[src/rtl/syn_i2c_pkg.sv]
// Shared types and constants for the write-only I2C master and its helpers.
package syn_i2c_pkg;

    typedef enum logic [2:0] {
        IDLE,
        START,
        DATA,
        ACK,
        STOP,
        DONE
    } i2c_state_t;

    localparam int PHASE_W       = 2;
    localparam int I2C_MAX_BYTES = 3;

endpackage

[src/rtl/syn_i2c_intf.sv]
// Board I2C pad bundle; the master drives SCL/SDA and reads back the wired SDA level.
interface syn_i2c_intf;

    logic scl;
    logic sda_o;
    logic release_sda;
    logic sda_i;

    modport dut (
        output scl,
        output sda_o,
        output release_sda,
        input  sda_i
    );

    modport bus (
        input  scl,
        input  sda_o,
        input  release_sda,
        output sda_i
    );

endinterface

[src/rtl/syn_i2c_qtr_tick.sv]
// SCL quarter-period strobe: counts 0..CLK_DIV-1 and pulses tick on the last count.
module syn_i2c_qtr_tick #(
    parameter int CLK_DIV = 125
) (
    input  logic clk_ir,
    input  logic rst_il,
    input  logic clr,
    output logic tick
);

    localparam int CW = (CLK_DIV > 2) ? $clog2(CLK_DIV) : 1;

    logic [CW-1:0] cnt;

    assign tick = (cnt == CW'(CLK_DIV - 1));

    always_ff @(posedge clk_ir or negedge rst_il) begin
        if (!rst_il) begin
            cnt <= '0;
        end else if (clr || tick) begin
            cnt <= '0;
        end else begin
            cnt <= cnt + 1'b1;
        end
    end

endmodule

[src/rtl/syn_i2c_master.sv]
// Write-only I2C master: START, 1..3 bytes MSB first with ACK checks, STOP.
// Pad outputs are decoded from the next state so they change on the same edge as the FSM.
module syn_i2c_master
    import syn_i2c_pkg::*;
#(
    parameter int CLK_DIV = 125
) (
    input  logic        clk_ir,
    input  logic        rst_il,
    input  logic        start_i,
    input  logic [1:0]  nbytes_i,
    input  logic [23:0] data_i,
    output logic        busy_o,
    output logic        done_o,
    output logic        nack_o,
    syn_i2c_intf.dut    i2c_intf
);

    i2c_state_t         state_q, state_d;
    logic [PHASE_W-1:0] phase_q, phase_d;
    logic [2:0]         bit_q, bit_d;
    logic [1:0]         bytes_left_q, bytes_left_d;
    logic [23:0]        shift_q, shift_d;
    logic               nack_q, nack_d;
    logic               scl_q, scl_d;
    logic               sda_q, sda_d;
    logic               rel_q, rel_d;
    logic               busy_q, busy_d;
    logic               done_q, done_d;
    logic               accept;
    logic               tick;

    assign accept = (state_q == IDLE) && start_i && (nbytes_i != 2'd0);

    syn_i2c_qtr_tick #(
        .CLK_DIV (CLK_DIV)
    ) u_qtr_tick (
        .clk_ir (clk_ir),
        .rst_il (rst_il),
        .clr    (accept),
        .tick   (tick)
    );

    always_comb begin
        state_d      = state_q;
        phase_d      = phase_q;
        bit_d        = bit_q;
        bytes_left_d = bytes_left_q;
        shift_d      = shift_q;
        nack_d       = nack_q;

        case (state_q)
            IDLE: begin
                if (accept) begin
                    state_d      = START;
                    phase_d      = '0;
                    shift_d      = data_i;
                    bytes_left_d = nbytes_i;
                    nack_d       = 1'b0;
                end
            end
            START: begin
                if (tick) begin
                    if (phase_q == PHASE_W'(1)) begin
                        state_d = DATA;
                        phase_d = '0;
                        bit_d   = 3'd7;
                    end else begin
                        phase_d = phase_q + 1'b1;
                    end
                end
            end
            DATA: begin
                if (tick) begin
                    phase_d = phase_q + 1'b1;
                    if (phase_q == PHASE_W'(3)) begin
                        shift_d = {shift_q[22:0], 1'b0};
                        if (bit_q == 3'd0) begin
                            state_d = ACK;
                        end else begin
                            bit_d = bit_q - 3'd1;
                        end
                    end
                end
            end
            ACK: begin
                if (tick) begin
                    phase_d = phase_q + 1'b1;
                    if (phase_q == PHASE_W'(2)) begin
                        nack_d = i2c_intf.sda_i;
                    end
                    if (phase_q == PHASE_W'(3)) begin
                        if (nack_q || (bytes_left_q == 2'd1)) begin
                            state_d = STOP;
                        end else begin
                            state_d      = DATA;
                            bit_d        = 3'd7;
                            bytes_left_d = bytes_left_q - 2'd1;
                        end
                    end
                end
            end
            STOP: begin
                if (tick) begin
                    if (phase_q == PHASE_W'(2)) begin
                        state_d = DONE;
                        phase_d = '0;
                    end else begin
                        phase_d = phase_q + 1'b1;
                    end
                end
            end
            DONE: begin
                state_d = IDLE;
            end
            default: begin
                state_d = IDLE;
            end
        endcase
    end

    // Bus levels for the state being entered, so they register alongside it.
    always_comb begin
        scl_d  = 1'b1;
        sda_d  = 1'b1;
        rel_d  = 1'b1;
        busy_d = 1'b1;
        done_d = 1'b0;

        case (state_d)
            IDLE: begin
                busy_d = 1'b0;
            end
            START: begin
                rel_d = 1'b0;
                sda_d = (phase_d == '0);
            end
            DATA: begin
                scl_d = phase_d[1];
                rel_d = 1'b0;
                sda_d = shift_d[23];
            end
            ACK: begin
                scl_d = phase_d[1];
            end
            STOP: begin
                scl_d = (phase_d != '0);
                sda_d = (phase_d == PHASE_W'(2));
                rel_d = (phase_d == PHASE_W'(2));
            end
            DONE: begin
                busy_d = 1'b0;
                done_d = 1'b1;
            end
            default: begin
                busy_d = 1'b0;
            end
        endcase
    end

    always_ff @(posedge clk_ir or negedge rst_il) begin
        if (!rst_il) begin
            state_q      <= IDLE;
            phase_q      <= '0;
            bit_q        <= '0;
            bytes_left_q <= '0;
            shift_q      <= '0;
            nack_q       <= 1'b0;
            scl_q        <= 1'b1;
            sda_q        <= 1'b1;
            rel_q        <= 1'b1;
            busy_q       <= 1'b0;
            done_q       <= 1'b0;
        end else begin
            state_q      <= state_d;
            phase_q      <= phase_d;
            bit_q        <= bit_d;
            bytes_left_q <= bytes_left_d;
            shift_q      <= shift_d;
            nack_q       <= nack_d;
            scl_q        <= scl_d;
            sda_q        <= sda_d;
            rel_q        <= rel_d;
            busy_q       <= busy_d;
            done_q       <= done_d;
        end
    end

    assign i2c_intf.scl         = scl_q;
    assign i2c_intf.sda_o       = sda_q;
    assign i2c_intf.release_sda = rel_q;
    assign busy_o               = busy_q;
    assign done_o               = done_q;
    assign nack_o               = nack_q;

endmodule

[src/flat_wrapper.sv]
// flat-port wrapper written by rule: the top's interface ports become plain ports
module syn_i2c_master_flat import syn_i2c_pkg::*;
#(
    parameter int CLK_DIV = 125
)
  (clk_ir, rst_il, start_i, nbytes_i, data_i, busy_o, done_o, nack_o, i2c_intf_scl, i2c_intf_sda_o, i2c_intf_release_sda, i2c_intf_sda_i);
  syn_i2c_intf i2c_intf_i ();
  input  logic clk_ir;
  input  logic rst_il;
  input  logic start_i;
  input  logic [1:0] nbytes_i;
  input  logic [23:0] data_i;
  output logic busy_o;
  output logic done_o;
  output logic nack_o;
  output wire logic [$bits(i2c_intf_i.scl)-1:0] i2c_intf_scl;
  output wire logic [$bits(i2c_intf_i.sda_o)-1:0] i2c_intf_sda_o;
  output wire logic [$bits(i2c_intf_i.release_sda)-1:0] i2c_intf_release_sda;
  input wire logic [$bits(i2c_intf_i.sda_i)-1:0] i2c_intf_sda_i;
  assign i2c_intf_scl = i2c_intf_i.scl;
  assign i2c_intf_sda_o = i2c_intf_i.sda_o;
  assign i2c_intf_release_sda = i2c_intf_i.release_sda;
  assign i2c_intf_i.sda_i = i2c_intf_sda_i;
  syn_i2c_master #(.CLK_DIV(CLK_DIV)) u_core (.clk_ir(clk_ir), .rst_il(rst_il), .start_i(start_i), .nbytes_i(nbytes_i), .data_i(data_i), .busy_o(busy_o), .done_o(done_o), .nack_o(nack_o), .i2c_intf(i2c_intf_i));
endmodule
[config.mk]
export PLATFORM = sky130hd
export DESIGN_NAME = syn_i2c_master_flat
export DESIGN_NICKNAME = d
export VERILOG_FILES = /design/src/rtl/syn_i2c_pkg.sv /design/src/rtl/syn_i2c_intf.sv /design/src/rtl/syn_i2c_qtr_tick.sv /design/src/rtl/syn_i2c_master.sv /design/src/flat_wrapper.sv
export SDC_FILE = /design/constraint.sdc
export NUM_CORES = 1
export LEC_CHECK = 0
export CORE_MARGIN = 2
export CORE_UTILIZATION = 35
export DETAILED_ROUTE_END_ITERATION = 8
export PLACE_DENSITY = 0.65
export SLEW_MARGIN = 0
export SYNTH_ARGS = -nofsm -noshare
export SYNTH_HDL_FRONTEND = slang
export SYNTH_SLANG_ARGS = --single-unit
[constraint.sdc]
create_clock -name clk_ir -period 4.4 [get_ports clk_ir]
set_input_delay 0.44 -clock clk_ir [delete_from_list [all_inputs] [get_ports clk_ir]]
set_output_delay 0.44 -clock clk_ir [all_outputs]
set_load 0.02 [all_outputs]
==> summary.md <==
| Metric | Value |
|---|---|
| Outcome | finished, final reports clean |
| End of the critical path | u_core.shift_q[21]$_DFFE_PN0P_ |
| Synthesized cell area | approximately 2500 sq um |
| Critical path class | register to register |
| Fin. max-slew vios | 0 |
| Via density | 5.39 |
| PnR worst setup slack | 1780 ps |
| Relative slew slack | about 32% |
| Switch share | 32.4% |
| CP required | ~4600 ps |
| Fin Hold WS | slightly above 300 ps |
| Number of nets in the final layout | approximately 320 |
| Final setup fails | 0 |
| Reg2Reg Capture Point | u_core.shift_q[21]$_DFFE_PN0P_ |
| Mapped Nets | 294 |
| Setup crit end kind | register |
| Crit share post-route | 59.5% |
| Largest net degree at the start of global routing | 48 |
| Top cell type's share of synthesized area | between 40% and 50% |
| CTS resizes | 0 |
| Total gr overflow | 0 |
| # clock sinks | between 40 and 50 |
| GRT Overall Usage | approximately 16% |
| Share of layout cells above drive strength 1 | under 10% |
| Diode count | 0 |
| Worst path arrival time | 2800 ps |
| Top_reg_cell synth | dfrtp_1 |
| Tot Pwr | 0.00127 W |
| Fraction of registers with async set/reset | 100% |
| Register area share after synthesis | around 47% |
| IR drop worst, VDD | 0.000187 V |
| Remaining DRCs | 0 |
| Sequential Power Share | around half |
| Power per Cell Area | around 420 nW/um^2 |
| Core area | about 6900 sq um |
| Gpl congestion | just over 0.8 |
| Most frequent cells after synthesis | dfrtp_1 (44), inv_1 (38), a222oi_1 (22), nor2_1 (22), nand2_1 (13) |
| Flop2flop setup slack | 1780 ps |
| Yosys reg bits | 47 |
| Initial DRC count | between 200 and 250 |
| Num rows | 30 |
| Max_cap viols | 0 |
| CTS tree | built |
| Final hold vios | 0 |
| P_int | roughly 0.00086 W |
| Routed vias | 2,031 |
| Detailed Routing Iterations Pass 1 | 8 |
| Post-DRT Antenna Nets | 0 |
| Cell with the most instances after synthesis | dfrtp_1 |
| Clock buffer depth | 2 |
| H-tree depth | 2 |
| Minimum clock period | between 2000 and 3000 ps |
| Top cells by area, synth | dfrtp_1 (44%), a222oi_1 (8.8%), inv_1 (5.7%), ha_1 (5.5%), nor2_1 (3.3%) |
| Full die area | around 7800 sq um |
| Num CTS Buffers | 5 |
| P_leak | between 1 and 1.5 nW |
| Vias in the first global route | 2,030 |
| Crit-path max FO | 23 |
| Antenna violations before repair | 0 |
| RSZ-0062 raised after global routing | false |
| Post-CTS Setup Repair Bufs | 0 |
| Setup TNS | 0 ps |
| Clk pwr share | around 23% |
| Fmax | approximately 380 MHz |
| Number of flops mapped to enable cells by yosys | 0 |
| Clock skew | roughly 6.8 ps |
| Dpl hpwl | about 3.8 mm |
| DP Worst Slack | between 1500 and 2000 ps |
| Worst-Margin Slew | 1020 ps |
| Mean cell area of the mapped netlist | around 10 sq um |
| Clock latency on the worst-skew pair | ~300 ps |
| Synth warnings | 0 |
| IO Port Bufs | 35 |
| I/O pin total | 36 |
| Syn Inst Count | roughly 250 |
| First-pass GRT wire length | between 9 and 10 mm |
| Starting Density | 36.5% |
| Synth area leader | dfrtp_1 |
| Setup crit start | u_core.u_qtr_tick.cnt[0]$_DFF_PN0_ |
| Hold WC Path Type | input port to asynchronous set/reset pin |
| Combinational share of power | 25.6% |
| Synth unique cells | 54 |
| Die W | just under 90 microns |
| Clk pin slew, worst setup/hold paths | 90 ps |
| Worst Setup Start Kind | register |
| WL final | 5.56 mm |
| Synth-to-layout area growth | 20.1% |
| FF-to-FF path depth | 8 |
| Hold_buf cts | 0 |
| Die H | just under 90 microns |
| Sw Pwr | a little over 0.0004 W |
| WL/cell | between 10 and 15 microns |
| Worst r2r src | u_core.u_qtr_tick.cnt[0]$_DFF_PN0_ |
| CTS root buf | clkbuf_8 |
-- placed cells by master (no fill, tap or decap), types with 4 or more instances in the layout --
master	instances
nand3_1	9
clkdlybuf4s50_1	34
nor2b_1	4
clkbuf_8	7
o21ai_0	6
ha_1	11
a21oi_1	6
a222oi_1	22
inv_1	38
nand2_1	13
nand2b_1	6
nor2_1	22
dfrtp_1	44
-- cells by family after synthesis --
group	after synthesis	share of synthesized area, %
simple gates	75	16.1
flops	47	47.1
compound gates	58	19.4
fa+ha+maj	11	5.49
xor+xnor	4	1.40
buf+inv	55	9.19
mux	3	1.25
-- worst max-delay path, cell delays in order, from the launching register on --
cell and delay, ps:
dfrtp_1 430, inv_1 70, ha_1 150, and4_1 390, nand4_2 200, nor2b_1 190
or3_1 620, a222oi_1 380, inv_1 60
-- per-stage QoR --
stage | instance area (sq um) | util (%) | std cells
after floorplan | 2500 | - | 253
after global placement | 2900 | 42.3 | 369
after detailed placement | 2900 | 42.3 | 369
after CTS | 3010 | 43.8 | 377
after global routing | 3010 | 43.8 | 377
final | 3010 | 43.8 | 377
-- metal layers --
layer / track usage, % / up-vias / part of all wire [%]
met5: 0 / - / 0
met3: 3.45 / 11 / 6.6
li1: - / 965 / -
met4: 5.23 / 0 / 1.9
met1: 21.3 / 953 / 45
met2: 24.3 / 102 / 46
-- area by class of cell --
class	count	area (sq um)
Clock buffer	7	96.3
Multi-Input combinational cell	151	1100
Fill cell	646	3860
Tap cell	96	120
Timing Repair Buffer	37	360
Clock inverter	1	7.51
Inverter	38	143
Sequential cell	47	1180
-- how the worst min path moves through the flow --
stage / from / endpoint / slack [ps]
final: rst_il / u_core.shift_q[6]$_DFFE_PN0P_ / 310
after global placement: u_core.shift_q[18]$_DFFE_PN0P_ / u_core.shift_q[18]$_DFFE_PN0P_ / 470
after CTS: rst_il / u_core.shift_q[6]$_DFFE_PN0P_ / 350
after global routing: rst_il / u_core.shift_q[6]$_DFFE_PN0P_ / 400
after floorplan: rst_il / u_core.bit_q[0]$_DFFE_PN0P_ / 140
after detailed placement: u_core.shift_q[11]$_DFFE_PN0P_ / u_core.shift_q[11]$_DFFE_PN0P_ / 480
-- registers in the layout, indices dropped and copies added, names as in the netlist --
name,cells
u_core.shift_q,24
u_core.bytes_left_q,2
u_core.busy_o,1
u_core.u_qtr_tick.cnt,7
u_core.done_o,1
u_core.bit_q,3
u_core.state_q,3
u_core.i2c_intf.release_sda,1
u_core.i2c_intf.scl,1
u_core.i2c_intf.sda_o,1
u_core.nack_o,1
u_core.phase_q,2
-- power by group through the flow --
stage                     Sequential (W)  Combinational (W)  Clock, W
after global placement          0.000656           0.000319         0
final                           0.000655           0.000325  0.000288
after detailed placement        0.000660           0.000330         0
after CTS                       0.000653           0.000330  0.000300
after global routing            0.000671           0.000377  0.000321
after floorplan                 0.000640           0.000236         0
Power figures use the tool's default switching activity.
